`config.mk`:
```
export PLATFORM = sky130hd
export DESIGN_NAME = mwr_job_sched
export DESIGN_NICKNAME = d
export VERILOG_FILES = /design/src/rtl/mwr_job_sched.sv
export SDC_FILE = /design/constraint.sdc
export NUM_CORES = 1
export LEC_CHECK = 0
export CORE_MARGIN = 4
export CORE_UTILIZATION = 40
export CTS_BUF_LIST = sky130_fd_sc_hd__clkbuf_4 sky130_fd_sc_hd__clkbuf_8
export CTS_CLUSTER_DIAMETER = 30
export DETAILED_ROUTE_END_ITERATION = 7
export REMOVE_ABC_BUFFERS = 1
export SYNTH_ARGS = -nofsm -noshare
export SYNTH_HDL_FRONTEND = slang
export SYNTH_SLANG_ARGS = --single-unit
```
`constraint.sdc`:
```
create_clock -name clk -period 27 [get_ports clk]
set_input_delay 4.05 -clock clk [delete_from_list [all_inputs] [get_ports clk]]
set_output_delay 4.05 -clock clk [all_outputs]
set_load 0.005 [all_outputs]
```
`src/rtl/mwr_job_sched.sv`:
```
// Job scheduler for the AXI write master: queues write-test descriptors, launches one
// engine run per job, collects response errors, enforces a watchdog, and keeps statistics.
module mwr_job_sched #(
   parameter int DEPTH     = 4,
   parameter int CNT_WIDTH = 16
) (
   input  logic                   clk,
   input  logic                   rst_n,
   input  logic                   job_valid,
   output logic                   job_ready,
   input  logic [63:0]            job_addr,
   input  logic [31:0]            job_init_data,
   input  logic [31:0]            job_pattern,
   input  logic [31:0]            job_number,
   input  logic                   job_wrap_mode,
   input  logic [3:0]             job_wrap_len,
   input  logic                   sched_enable,
   input  logic                   abort,
   input  logic [31:0]            timeout_limit,
   output logic                   engine_start_pulse,
   output logic [63:0]            target_address,
   output logic [31:0]            wr_init_data,
   output logic [31:0]            wr_pattern,
   output logic [31:0]            wr_number,
   output logic                   wrap_mode,
   output logic [3:0]             wrap_len,
   input  logic                   wr_done_pulse,
   input  logic                   wr_error,
   output logic                   busy,
   output logic                   job_done_pulse,
   output logic                   job_err,
   output logic                   timeout_flag,
   output logic [$clog2(DEPTH):0] fifo_level,
   output logic [CNT_WIDTH-1:0]   jobs_done_cnt,
   output logic [CNT_WIDTH-1:0]   err_cnt
);

   localparam int PW = $clog2(DEPTH);
   localparam int LW = PW + 1;
   localparam int DW = 165;

   typedef enum logic [2:0] {
      S_IDLE  = 3'd0,
      S_LOAD  = 3'd1,
      S_START = 3'd2,
      S_WAIT  = 3'd3,
      S_DONE  = 3'd4,
      S_HALT  = 3'd5
   } state_t;

   function automatic logic [CNT_WIDTH-1:0] sat_inc(input logic [CNT_WIDTH-1:0] v);
      logic [CNT_WIDTH-1:0] r;
      if (v == {CNT_WIDTH{1'b1}}) begin
         r = v;
      end else begin
         r = v + {{(CNT_WIDTH-1){1'b0}}, 1'b1};
      end
      return r;
   endfunction

   state_t               state_q, state_d;
   logic [DW-1:0]        mem_q [DEPTH];
   logic [PW-1:0]        wr_ptr_q, wr_ptr_d, rd_ptr_q, rd_ptr_d;
   logic [LW-1:0]        level_q, level_d;
   logic [DW-1:0]        cfg_q, cfg_d;
   logic                 acc_q, acc_d;
   logic                 aborted_q, aborted_d;
   logic [31:0]          wdog_q, wdog_d;
   logic                 tmo_q, tmo_d;
   logic                 done_q, done_d;
   logic                 err_q, err_d;
   logic [CNT_WIDTH-1:0] jobs_q, jobs_d, errc_q, errc_d;

   logic                 full_s, ready_s, push_s, pop_s, start_s, launch_s, fin_s;
   logic [DW-1:0]        wdata_s, head_s;

   // Descriptor packing: {addr, init, pattern, number, wrap_mode, wrap_len}
   assign wdata_s  = {job_addr, job_init_data, job_pattern, job_number, job_wrap_mode, job_wrap_len};
   assign head_s   = mem_q[rd_ptr_q];
   assign full_s   = (level_q == LW'(DEPTH));
   assign ready_s  = rst_n && !full_s && !abort;
   assign push_s   = job_valid && ready_s;
   assign launch_s = (level_q != {LW{1'b0}}) && sched_enable && !abort;

   // FIFO pointer and level next-state; abort flushes everything
   always_comb begin
      wr_ptr_d = wr_ptr_q;
      rd_ptr_d = rd_ptr_q;
      level_d  = level_q;
      if (abort) begin
         wr_ptr_d = {PW{1'b0}};
         rd_ptr_d = {PW{1'b0}};
         level_d  = {LW{1'b0}};
      end else begin
         if (push_s) begin
            wr_ptr_d = wr_ptr_q + PW'(1);
         end else begin
            wr_ptr_d = wr_ptr_q;
         end
         if (pop_s) begin
            rd_ptr_d = rd_ptr_q + PW'(1);
         end else begin
            rd_ptr_d = rd_ptr_q;
         end
         level_d = level_q + LW'(push_s) - LW'(pop_s);
      end
   end

   // Descriptor storage
   always_ff @(posedge clk) begin
      if (!rst_n) begin
         for (int i = 0; i < DEPTH; i++) begin
            mem_q[i] <= {DW{1'b0}};
         end
      end else if (push_s) begin
         mem_q[wr_ptr_q] <= wdata_s;
      end
   end

   // Sequencer next-state and datapath updates
   always_comb begin
      state_d   = state_q;
      pop_s     = 1'b0;
      start_s   = 1'b0;
      fin_s     = 1'b0;
      cfg_d     = cfg_q;
      acc_d     = acc_q;
      aborted_d = aborted_q;
      wdog_d    = wdog_q;
      tmo_d     = tmo_q;
      done_d    = 1'b0;
      err_d     = err_q;
      case (state_q)
         S_IDLE: begin
            if (launch_s) begin
               state_d = S_LOAD;
            end else begin
               state_d = S_IDLE;
            end
         end
         S_LOAD: begin
            if (abort) begin
               state_d = S_IDLE;
            end else begin
               pop_s     = 1'b1;
               cfg_d     = head_s;
               acc_d     = 1'b0;
               aborted_d = 1'b0;
               wdog_d    = 32'd0;
               // The master ignores number 0, so such jobs finish without a start
               if (head_s[36:5] == 32'd0) begin
                  state_d = S_DONE;
                  done_d  = 1'b1;
                  err_d   = 1'b0;
                  fin_s   = 1'b1;
               end else begin
                  state_d = S_START;
               end
            end
         end
         S_START: begin
            if (abort) begin
               state_d = S_IDLE;
            end else begin
               start_s = 1'b1;
               state_d = S_WAIT;
            end
         end
         S_WAIT: begin
            acc_d     = acc_q | wr_error;
            aborted_d = aborted_q | abort;
            wdog_d    = wdog_q + 32'd1;
            // In-flight AXI traffic cannot be cancelled: abort only marks the job
            if (wr_done_pulse) begin
               state_d = S_DONE;
               done_d  = 1'b1;
               err_d   = acc_q | wr_error | aborted_q | abort;
               fin_s   = 1'b1;
            end else if ((timeout_limit != 32'd0) && ((wdog_q + 32'd1) == timeout_limit)) begin
               tmo_d   = 1'b1;
               state_d = S_HALT;
            end else begin
               state_d = S_WAIT;
            end
         end
         S_DONE: begin
            if (launch_s) begin
               state_d = S_LOAD;
            end else begin
               state_d = S_IDLE;
            end
         end
         S_HALT: begin
            if (abort) begin
               tmo_d   = 1'b0;
               state_d = S_IDLE;
            end else begin
               state_d = S_HALT;
            end
         end
         default: begin
            state_d = S_IDLE;
         end
      endcase
   end

   // Saturating statistics next-state
   always_comb begin
      jobs_d = jobs_q;
      errc_d = errc_q;
      if (fin_s) begin
         jobs_d = sat_inc(jobs_q);
         if (err_d) begin
            errc_d = sat_inc(errc_q);
         end else begin
            errc_d = errc_q;
         end
      end else begin
         jobs_d = jobs_q;
      end
   end

   // Sequencer state register
   always_ff @(posedge clk) begin
      if (!rst_n) begin
         state_q <= S_IDLE;
      end else begin
         state_q <= state_d;
      end
   end

   // FIFO control, job configuration, status and counters
   always_ff @(posedge clk) begin
      if (!rst_n) begin
         wr_ptr_q  <= {PW{1'b0}};
         rd_ptr_q  <= {PW{1'b0}};
         level_q   <= {LW{1'b0}};
         cfg_q     <= {DW{1'b0}};
         acc_q     <= 1'b0;
         aborted_q <= 1'b0;
         wdog_q    <= 32'd0;
         tmo_q     <= 1'b0;
         done_q    <= 1'b0;
         err_q     <= 1'b0;
         jobs_q    <= {CNT_WIDTH{1'b0}};
         errc_q    <= {CNT_WIDTH{1'b0}};
      end else begin
         wr_ptr_q  <= wr_ptr_d;
         rd_ptr_q  <= rd_ptr_d;
         level_q   <= level_d;
         cfg_q     <= cfg_d;
         acc_q     <= acc_d;
         aborted_q <= aborted_d;
         wdog_q    <= wdog_d;
         tmo_q     <= tmo_d;
         done_q    <= done_d;
         err_q     <= err_d;
         jobs_q    <= jobs_d;
         errc_q    <= errc_d;
      end
   end

   assign job_ready          = ready_s;
   assign engine_start_pulse = start_s;
   assign target_address     = cfg_q[164:101];
   assign wr_init_data       = cfg_q[100:69];
   assign wr_pattern         = cfg_q[68:37];
   assign wr_number          = cfg_q[36:5];
   assign wrap_mode          = cfg_q[4];
   assign wrap_len           = cfg_q[3:0];
   assign busy               = (state_q != S_IDLE);
   assign job_done_pulse     = done_q;
   assign job_err            = err_q;
   assign timeout_flag       = tmo_q;
   assign fifo_level         = level_q;
   assign jobs_done_cnt      = jobs_q;
   assign err_cnt            = errc_q;

endmodule

```
==> impl_metrics.ini, run 1 <==
[place]
place_congestion = 0.826
port-buffer-count = 409
post-dp-hpwl_um = 59900

[logic_synthesis]
synthTopCellsByArea = edfxtp_1 (51%), dfxtp_1 (13%), mux4_2 (9.6%), and3_1 (5.4%), and2_1 (5.4%)
netlist_area_um2 = 38800
ys.flop_type = edfxtp_1
synth-seq-cells = 906
netlist_instances = 2997
synth_commonest_cells = edfxtp_1 (660), nand2_1 (391), and3_1 (335)
async_flop_share_pct = 0
yosys_warnings = 0
synth.distinct_cells = 65
ys_seq_area_share_pct = 63.8
postSynthAreaPerCell_um2 = 12.9
synth_edf_count = 660
synth_top_cell_area_share_pct = 51.1
yosysMostFrequentCell = edfxtp_1
synth_top_cell_by_area = edfxtp_1

[detailed_routing]
wirelength_um = 109000
drt-initial-drc-count = 2008
vias = 26117
ant_nets = 0
first_pass_iters = 5
post_drt_wl_per_cell_um = 22.2
detail_route.vias_per_cell = 5.36
drc_errors = 0

[worst_setup_path]
worstSetupEndpointType = output port
crit_required_ns = 22.95
rrSetupSlack_ns = 22.18
worstPathArrival_ns = 6.20
startpoint_type = input pin
slowest_delay_ns = 0.56
crit_path_end = job_ready
reg2reg_to = jobs_done_cnt[10]$_SDFFE_PN0P_
criticalPathCategory = input pin to output port
critPathLaunch = rst_n
critPathSlowestCell = clkdlybuf4s50_1
worstPathMaxFanout = 20
reg2reg_depth = 9
crit_chain = clkdlybuf4s50_1 -> buf_4 -> nand2_1 -> a21oi_4 -> buf_4 -> clkdlybuf4s50_1

[sta]
clock_skew_ns = 0.0444
period_minus_slack_ns = 10.25
rsz0062_at_grt = false
hold_viol = 0
finalSetupTns_ns = 0
relSlewSlack_pct = 16.6
finalCritPeriodShare_pct = 38.0
slew_violations = 0
fmax_ghz = 0.0976
max_slew.worst_pin.slew_ns = 1.25
finalSetupViolCount = 0
hold_ws_ns = 0.451

[final_layout]
drive_gt1_share_pct = 16.8
fill_cells = 8393
nets = 3623
final-seq-area_um2 = 24800
syn_to_final_growth_pct = 25.8
multi_input_area_um2 = 13200

[job]
maxCapViolations = 0

[clocking]
clkSinkCount = 906
cts.htree.levels = 4
numCtsBuffers = 204
cts_max_path_buffers = 3
root_buffer = clkbuf_8
post_cts_buffers = 0
cts_tree = built
clk_latency_ns = 0.85
clk_pin_slew_ns = 0.05
hold_buffers = 0
cts_resized = 0

[die]
die_w_um = 319
std_cell_rows = 113
die_h_um = 319
core_area_um2 = 95600
dieArea_um2 = 102000
start_util_pct = 40.6
ioPinCount = 410

[power_and_ir_drop]
vdd_drop_max_mv = 0.0470
p_leak_nw = 18.0
power-per-cell-area_nw_per_um2 = 70.9

[grt]
overflow = 0
grt_pass1_wl_um = 166000
grt_antenna_before_repair = 24
grt_max_degree = 148
grt_use_total_pct = 21.1
grt_pass1_vias = 27285

[outcome]
status = finished, final reports clean

[min_path]
min_path_type = flop to flop
==> layout make-up <==
| class | count | share of cell area, % |
|---|---|---|
| flip-flops and latches | 906 | 50.8 |
| well taps | 1265 | 3.24 |
| multi-input cells | 1846 | 27.0 |
| inverters | 11 | 0.110 |
| clock buffers | 279 | 7.22 |
| repair buffers | 444 | 8.98 |
| diodes | 20 | 0.103 |
| clock inverters | 106 | 2.60 |
==> layout by cell type (no fill, tap or decap), drive strengths merged, types with 6 or more instances in the layout <==
master,synthesis,routed
a21oi,217,217
and2,333,333
and3,335,335
and4,7,7
buf,32,36
bufinv,0,26
clkbuf,202,279
clkdlybuf4s50,0,408
clkinv,0,58
clkinvlp,0,14
dfxtp,246,246
diode,0,20
edfxtp,660,660
inv,11,19
mux2i,7,7
mux4,165,165
nand2,391,391
nand2b,8,8
nand3,35,35
nand4,20,20
nor2,78,78
nor3,24,24
nor4,37,37
o21a,6,6
o21ai,32,32
or3,18,18
xnor2,44,44
xor2,22,22
==> through the flow <==
step	util, %	power [mW]	instances	setup slack, ns	cell area [um^2]
after floorplan	-	1.65	2763	4.82	37900
after global placement	46.0	1.73	4472	16.74	43900
after detailed placement	46.0	1.73	4472	16.75	43900
after CTS	51.0	3.49	4857	16.74	48700
after global routing	51.0	3.58	4866	16.63	48700
final	51.0	3.46	4877	16.75	48800
==> layer usage <==
layer	vias up	track usage [%]	part of all wire [%]
li1	11941	-	-
met1	13123	27.7	43
met2	853	33.9	48
met3	186	5.83	7.2
met4	14	6.90	2.1
met5	-	0	0.085
==> critical path: cells and delay by family <==
kind	cells	cell delay, ns
buffers and inverters	4	1.65
and+or+nand+nor	1	0.28
AOI/OAI and AO/OA	1	0.19
==> kinds of logic (layout without fill, tap and decap cells) <==
family | Yosys count | count (layout) | synth area share [%]
buf+inv | 245 | 840 | 2.45
other cells | 0 | 20 | 0
xor+xnor | 66 | 66 | 1.49
compound gates | 297 | 297 | 4.21
mux | 172 | 172 | 9.76
flops | 906 | 906 | 63.8
simple gates | 1305 | 1305 | 18.1
fa+ha+maj | 6 | 6 | 0.213
==> worst min-delay path by stage <==
stage                            start                       to  slack (ns)  cells past startpoint
2_1_floorplan    cfg_q[0]$_SDFFE_PN0P_    cfg_q[0]$_SDFFE_PN0P_        0.45                      2
3_3_place_gp   cfg_q[157]$_SDFFE_PN0P_  cfg_q[157]$_SDFFE_PN0P_        0.44                      2
3_5_place_dp    cfg_q[90]$_SDFFE_PN0P_   cfg_q[90]$_SDFFE_PN0P_        0.45                      2
4_1_cts         cfg_q[90]$_SDFFE_PN0P_   cfg_q[90]$_SDFFE_PN0P_        0.45                      2
5_1_grt         cfg_q[34]$_SDFFE_PN0P_   cfg_q[34]$_SDFFE_PN0P_        0.46                      2
6_report       cfg_q[142]$_SDFFE_PN0P_  cfg_q[142]$_SDFFE_PN0P_        0.45                      2
==> power by group <==
part           leakage, nW  total [mW]  switching [mW]  internal, mW
logic                 6.68       0.144          0.0850        0.0585
clock network         2.49        1.76           0.659          1.10
registers             8.80        1.55          0.0123          1.54
==> state kept, by name, summed over array words and instances, names as in the netlist, 2 cells and up, named ones only <==
name	cells
wr_ptr_q	2
mem_q	660
state_q	3
fifo_level	3
wdog_q	32
jobs_done_cnt	16
err_cnt	16
cfg_q	165
rd_ptr_q	2
No activity file was read; power rests on OpenSTA's default activity.
==> run 2: changes to the inputs <==
Clock period 27 ns to 10 ns, I/O delays scaled along.
==> run 2 against run 1 <==
Against the previous run:
- power increased to 2.7 times the previous value
- clock skew fell by 0.0011 ns
- non-clock buffer count decreased by 8
- clock power grew to 2.7 times the previous value
- cell count is 0.47% lower
- global-route usage about the same
- first-iteration DRC count fell by 6.6%
- combinational power increased to 2.7 times the previous value
- critical path type unchanged
- critical endpoint unchanged
- largest power group unchanged
- highest routed layer unchanged
==> impl_metrics.ini, run 2 (same netlist as run 1, synthesis figures left out) <==
[sta]
period_minus_slack_ns = 5.70
rsz0062_at_grt = false
relSlewSlack_pct = 14.5
finalCritPeriodShare_pct = 57.0
slew_violations = 0
finalSetupViolCount = 0
fmax_ghz = 0.175
hold_ws_ns = 0.451
max_slew.worst_pin.slew_ns = 1.28
hold_viol = 0
clock_skew_ns = 0.0434

[detailed_routing]
ant_nets = 0
post_drt_wl_per_cell_um = 22.4
drc_errors = 0
first_pass_iters = 5
detail_route.vias_per_cell = 5.34
wirelength_um = 109000
drt-initial-drc-count = 1875
vias = 25927

[final_layout]
utilization_pct = 51.1
syn_to_final_growth_pct = 25.9
reg_top3 = mem_q (660), cfg_q (165), wdog_q (32)
final_common_cell = edfxtp_1
nets = 3609
fill_cells = 8320
largest_reg_flops = 660
drive_gt1_share_pct = 16.5
final_cell_mix = edfxtp_1 (660), clkdlybuf4s50_1 (408), nand2_1 (390), and3_1 (335), and2_1 (332)
regMostFlops = mem_q

[clocking]
cts_max_path_buffers = 3
numCtsBuffers = 198
post_cts_buffers = 0
clk_latency_ns = 0.87
hold_buffers = 0
cts.htree.levels = 4
clkSinkCount = 906
root_buffer = clkbuf_8
cts_resized = 0
cts_tree = built
clk_pin_slew_ns = 0.06

[min_path]
whs_endpoint = cfg_q[16]$_SDFFE_PN0P_
min_path_type = flop to flop
whs_path_depth = 2
worstHoldStart = cfg_q[16]$_SDFFE_PN0P_

[place]
post-dp-hpwl_um = 57900
place_congestion = 0.820
port-buffer-count = 409

[worst_setup_path]
rrSetupSlack_ns = 5.01
cp_common_cell = clkdlybuf4s50_1
worstPathArrival_ns = 4.20
reg2reg_depth = 9
startpoint_type = input pin
crit_required_ns = 8.50
crit_chain = clkdlybuf4s50_1 -> buf_4 -> nand2_1 -> a21oi_4 -> buf_12 -> clkdlybuf4s50_1
criticalPathCategory = input pin to output port
critPathSlowestCell = clkdlybuf4s50_1
worstSetupEndpointType = output port
critPathBufInv = 4
reg2reg_to = jobs_done_cnt[10]$_SDFFE_PN0P_
worstPathMaxFanout = 166
cp_top_family = buffers and inverters
slowest_delay_ns = 0.66

[grt]
grt_pass1_vias = 27041
grt_max_degree = 167
globalRouteMet1Util_pct = 27.0
grt_antenna_before_repair = 21
grt_use_met2_pct = 34.9
grt_use_total_pct = 21.1
overflow = 0
grt_pass1_wl_um = 165000
grt_util_met3_pct = 5.62
top_usage_layer = met2

[die]
ioPinCount = 410
start_util_pct = 40.6
dieArea_um2 = 102000
core_area_um2 = 95600
die_w_um = 319
die_h_um = 319
std_cell_rows = 113

[power_and_ir_drop]
vdd_drop_max_mv = 0.141
power-per-cell-area_nw_per_um2 = 193
p_leak_nw = 18.0

[outcome]
status = finished, final reports clean

[job]
maxCapViolations = 0
==> run 2: changes by cell type in the layout (fill, tap and decap cells not counted), moves of 5 or more <==
| cell | delta |
|---|---|
| clkbuf_8 | -10 |
| buf_4 | -14 |
| bufinv_16 | +5 |
| clkinv_2 | -8 |
| clkinv_4 | +5 |
| buf_12 | +6 |
| diode_2 | -7 |
==> run 2: area by class of cell <==
class | count | area, um^2 | share of cell area [%]
clock inverters | 110 | 1490 | 3.05
inverters | 11 | 53.8 | 0.110
diodes | 13 | 32.5 | 0.0666
repair buffers | 436 | 4390 | 9.00
well taps | 1265 | 1580 | 3.24
multi-input cells | 1846 | 13200 | 27.0
flip-flops and latches | 906 | 24800 | 50.7
clock buffers | 267 | 3370 | 6.90
==> run 2: report_power, final <==
group | total, mW | switching [mW] | internal [mW]
logic | 0.388 | 0.229 | 0.159
clock network | 4.84 | 1.80 | 3.04
registers | 4.20 | 0.0328 | 4.16
total | 9.42 | 2.06 | 7.36
==> run 2: metal layers <==
layer	wire (um)	up-vias
met3	7550	186
met5	126	-
met1	45700	12998
met4	2610	18
li1	-	11894
met2	52600	831
==> run 2: worst max-delay path by stage <==
stage	slack (ns)	cells after the start	startpoint	end
after floorplan	-9.63	7	abort	mem_q[3][0]$_DFFE_PP_
after global placement	3.96	10	rst_n	mem_q[0][118]$_SDFFCE_PN0P_
after detailed placement	3.93	10	rst_n	mem_q[0][77]$_SDFFCE_PN0P_
after CTS	4.30	6	rst_n	job_ready
after global routing	4.19	6	rst_n	job_ready
final	4.30	6	rst_n	job_ready
==> run 2: per-stage QoR <==
stage / power [mW] / instance area, um^2 / TNS (ns) / cells / worst slack (ns)
floorplan: 4.46 / 37900 / -5028.47 / 2763 / -9.63
global placement: 4.66 / 44000 / 0 / 4464 / 3.96
detailed placement: 4.66 / 44000 / 0 / 4464 / 3.93
CTS: 9.53 / 48800 / 0 / 4841 / 4.30
global route: 9.76 / 48800 / 0 / 4846 / 4.19
finish: 9.42 / 48800 / 0 / 4854 / 4.30
==> run 2: tightest hold or removal path: cells and delay by family (launching register included) <==
family | cells | cell delay [ns]
DFF | 1 | 0.31
AOI/OAI and AO/OA | 1 | 0.05
and+or+nand+nor | 1 | 0.05
==> run 3: changes to the inputs <==
Clock period 10 ns to 4.7 ns, I/O delays scaled along.
==> run 3 against run 2 <==
Against the previous run:
- combinational power up 130%
- clock-buffer cell count down 5
- non-clock buffer count up 36
- via count up 0.69%
- die area unchanged
- largest cell class unchanged
- register-to-register slack worse by 4.0 ns
- cell count up 1.0%
- highest routed layer unchanged
==> impl_metrics.ini, run 3 (same netlist as run 1, synthesis figures left out) <==
[sta]
finalSetupTns_ns = 0
clock_skew_ns = 0.0471
max_slew.worst_pin.slew_ns = 1.20
finalSetupViolCount = 0
hold_viol = 0
slew_violations = 0
relSlewSlack_pct = 20.0
fmax_ghz = 0.270
period_minus_slack_ns = 3.70
rsz0062_at_grt = false
finalCritPeriodShare_pct = 78.8

[power_and_ir_drop]
clkPwrFrac_pct = 52.2
pwr-share-seq_pct = 43.5
p_leak_nw = 18.3
power.switching_mw = 4.47
swShare_pct = 21.8
vdd_drop_max_mv = 0.285
internal_power_mw = 16.0
power-per-cell-area_nw_per_um2 = 414
pwr-share-comb_pct = 4.3

[grt]
grt_pass1_wl_um = 168000
grt_antenna_before_repair = 23
grt_max_degree = 169
overflow = 0
grt_pass1_vias = 27229
grt_use_total_pct = 21.4

[die]
start_util_pct = 40.6
die_w_um = 319
dieArea_um2 = 102000
die_h_um = 319
core_area_um2 = 95600
std_cell_rows = 113
ioPinCount = 410

[final_layout]
nets = 3652
regMostFlops = mem_q
utilization_pct = 51.8
final_common_cell = edfxtp_1
reg_top3 = mem_q (660), cfg_q (165), wdog_q (32)
final_cell_mix = edfxtp_1 (660), clkdlybuf4s50_1 (408), nand2_1 (390), and3_1 (335), and2_1 (332)
largest_reg_flops = 660
drive_gt1_share_pct = 17.6
syn_to_final_growth_pct = 27.6

[worst_setup_path]
cp_common_cell = nor4_1
rrSetupSlack_ns = 1.0
worstPathMaxFanout = 27
slowest_delay_ns = 0.72
worstSetupEndpointType = flop
criticalPathCategory = flop to flop
crit_chain = buf_4 -> mux4_2 -> nor4_1 -> nand2_1 -> nor4_2 -> o21ai_2 -> nor4_1 -> xnor2_1 -> nor2_1
startpoint_type = flop
critPathBufInv = 1
critPathSlowestCell = dfxtp_4
cp_top_family = simple AND/OR/NAND/NOR gates
crit_required_ns = 5.39
worstPathArrival_ns = 4.40

[clocking]
cts_tree = built
root_buffer = clkbuf_8
clk_pin_slew_ns = 0.05
cts_resized = 0
hold_buffers = 0
post_cts_buffers = 0
numCtsBuffers = 205
clk_latency_ns = 0.85
clkSinkCount = 906
cts_max_path_buffers = 3
cts.htree.levels = 4

[detailed_routing]
detail_route.vias_per_cell = 5.32
wirelength_um = 110000
drc_errors = 0
first_pass_iters = 5
ant_nets = 0
vias = 26105
drt-initial-drc-count = 1837
post_drt_wl_per_cell_um = 22.5

[min_path]
min_path_type = flop to flop

[place]
place_congestion = 0.808
post-dp-hpwl_um = 63200
port-buffer-count = 409

[outcome]
status = finished, final reports clean

[job]
maxCapViolations = 0
-- run 3: tightest hold or removal path, cell delays in order, from the launching register on --
cell and delay, ns:
dfxtp_1 0.30, nand2_1 0.05, a21oi_1 0.05
-- run 3: path summary, 6_finish.rpt --
check,start,to,cells after the start
setup reg to reg,flop,jobs_done_cnt[8]$_SDFFE_PN0P_,9
hold / removal,cfg_q[70]$_SDFFE_PN0P_,cfg_q[70]$_SDFFE_PN0P_,2
hold reg to reg,cfg_q[70]$_SDFFE_PN0P_,cfg_q[70]$_SDFFE_PN0P_,2
setup / recovery,flop,jobs_done_cnt[8]$_SDFFE_PN0P_,9
-- run 3: per-stage QoR --
step           total power, mW  area, um^2  setup slack (ns)  std cells  hold WS [ns]
2_1_floorplan             9.48       37900            -14.13       2763         0.453
3_3_place_gp              9.96       44400             0.699       4500         0.442
3_5_place_dp              9.97       44400             0.664       4500         0.446
4_1_cts                   20.7       49500             0.910       4891         0.360
5_1_grt                   21.3       49500             0.615       4896         0.439
6_report                  20.5       49500             0.996       4904         0.452
-- run 3: layout make-up --
| class | instances | area, um^2 |
|---|---|---|
| Sequential cell | 906 | 24800 |
| Tap cell | 1265 | 1580 |
| Multi-Input combinational cell | 1846 | 13200 |
| Inverter | 11 | 53.8 |
| Antenna cell | 13 | 32.5 |
| Timing Repair Buffer | 472 | 4810 |
| Fill cell | 8302 | 46100 |
| Clock buffer | 262 | 3370 |
| Clock inverter | 129 | 1720 |
-- run 3: per-layer routing --
layer | share of wire (%) | track usage (%) | vias up
met2 | 48 | 34.7 | 894
li1 | - | - | 12003
met4 | 2.0 | 6.66 | 16
met3 | 7.6 | 5.79 | 176
met5 | 0.11 | 0 | -
met1 | 43 | 28.2 | 13016
-- run 3: power by group through the flow --
stage	clock network (mW)	registers, mW	logic, mW
5_1_grt	11.4	8.94	0.940
2_1_floorplan	0	9.13	0.353
4_1_cts	10.9	8.93	0.888
3_5_place_dp	0	9.09	0.883
6_report	10.7	8.92	0.876
3_3_place_gp	0	9.08	0.879
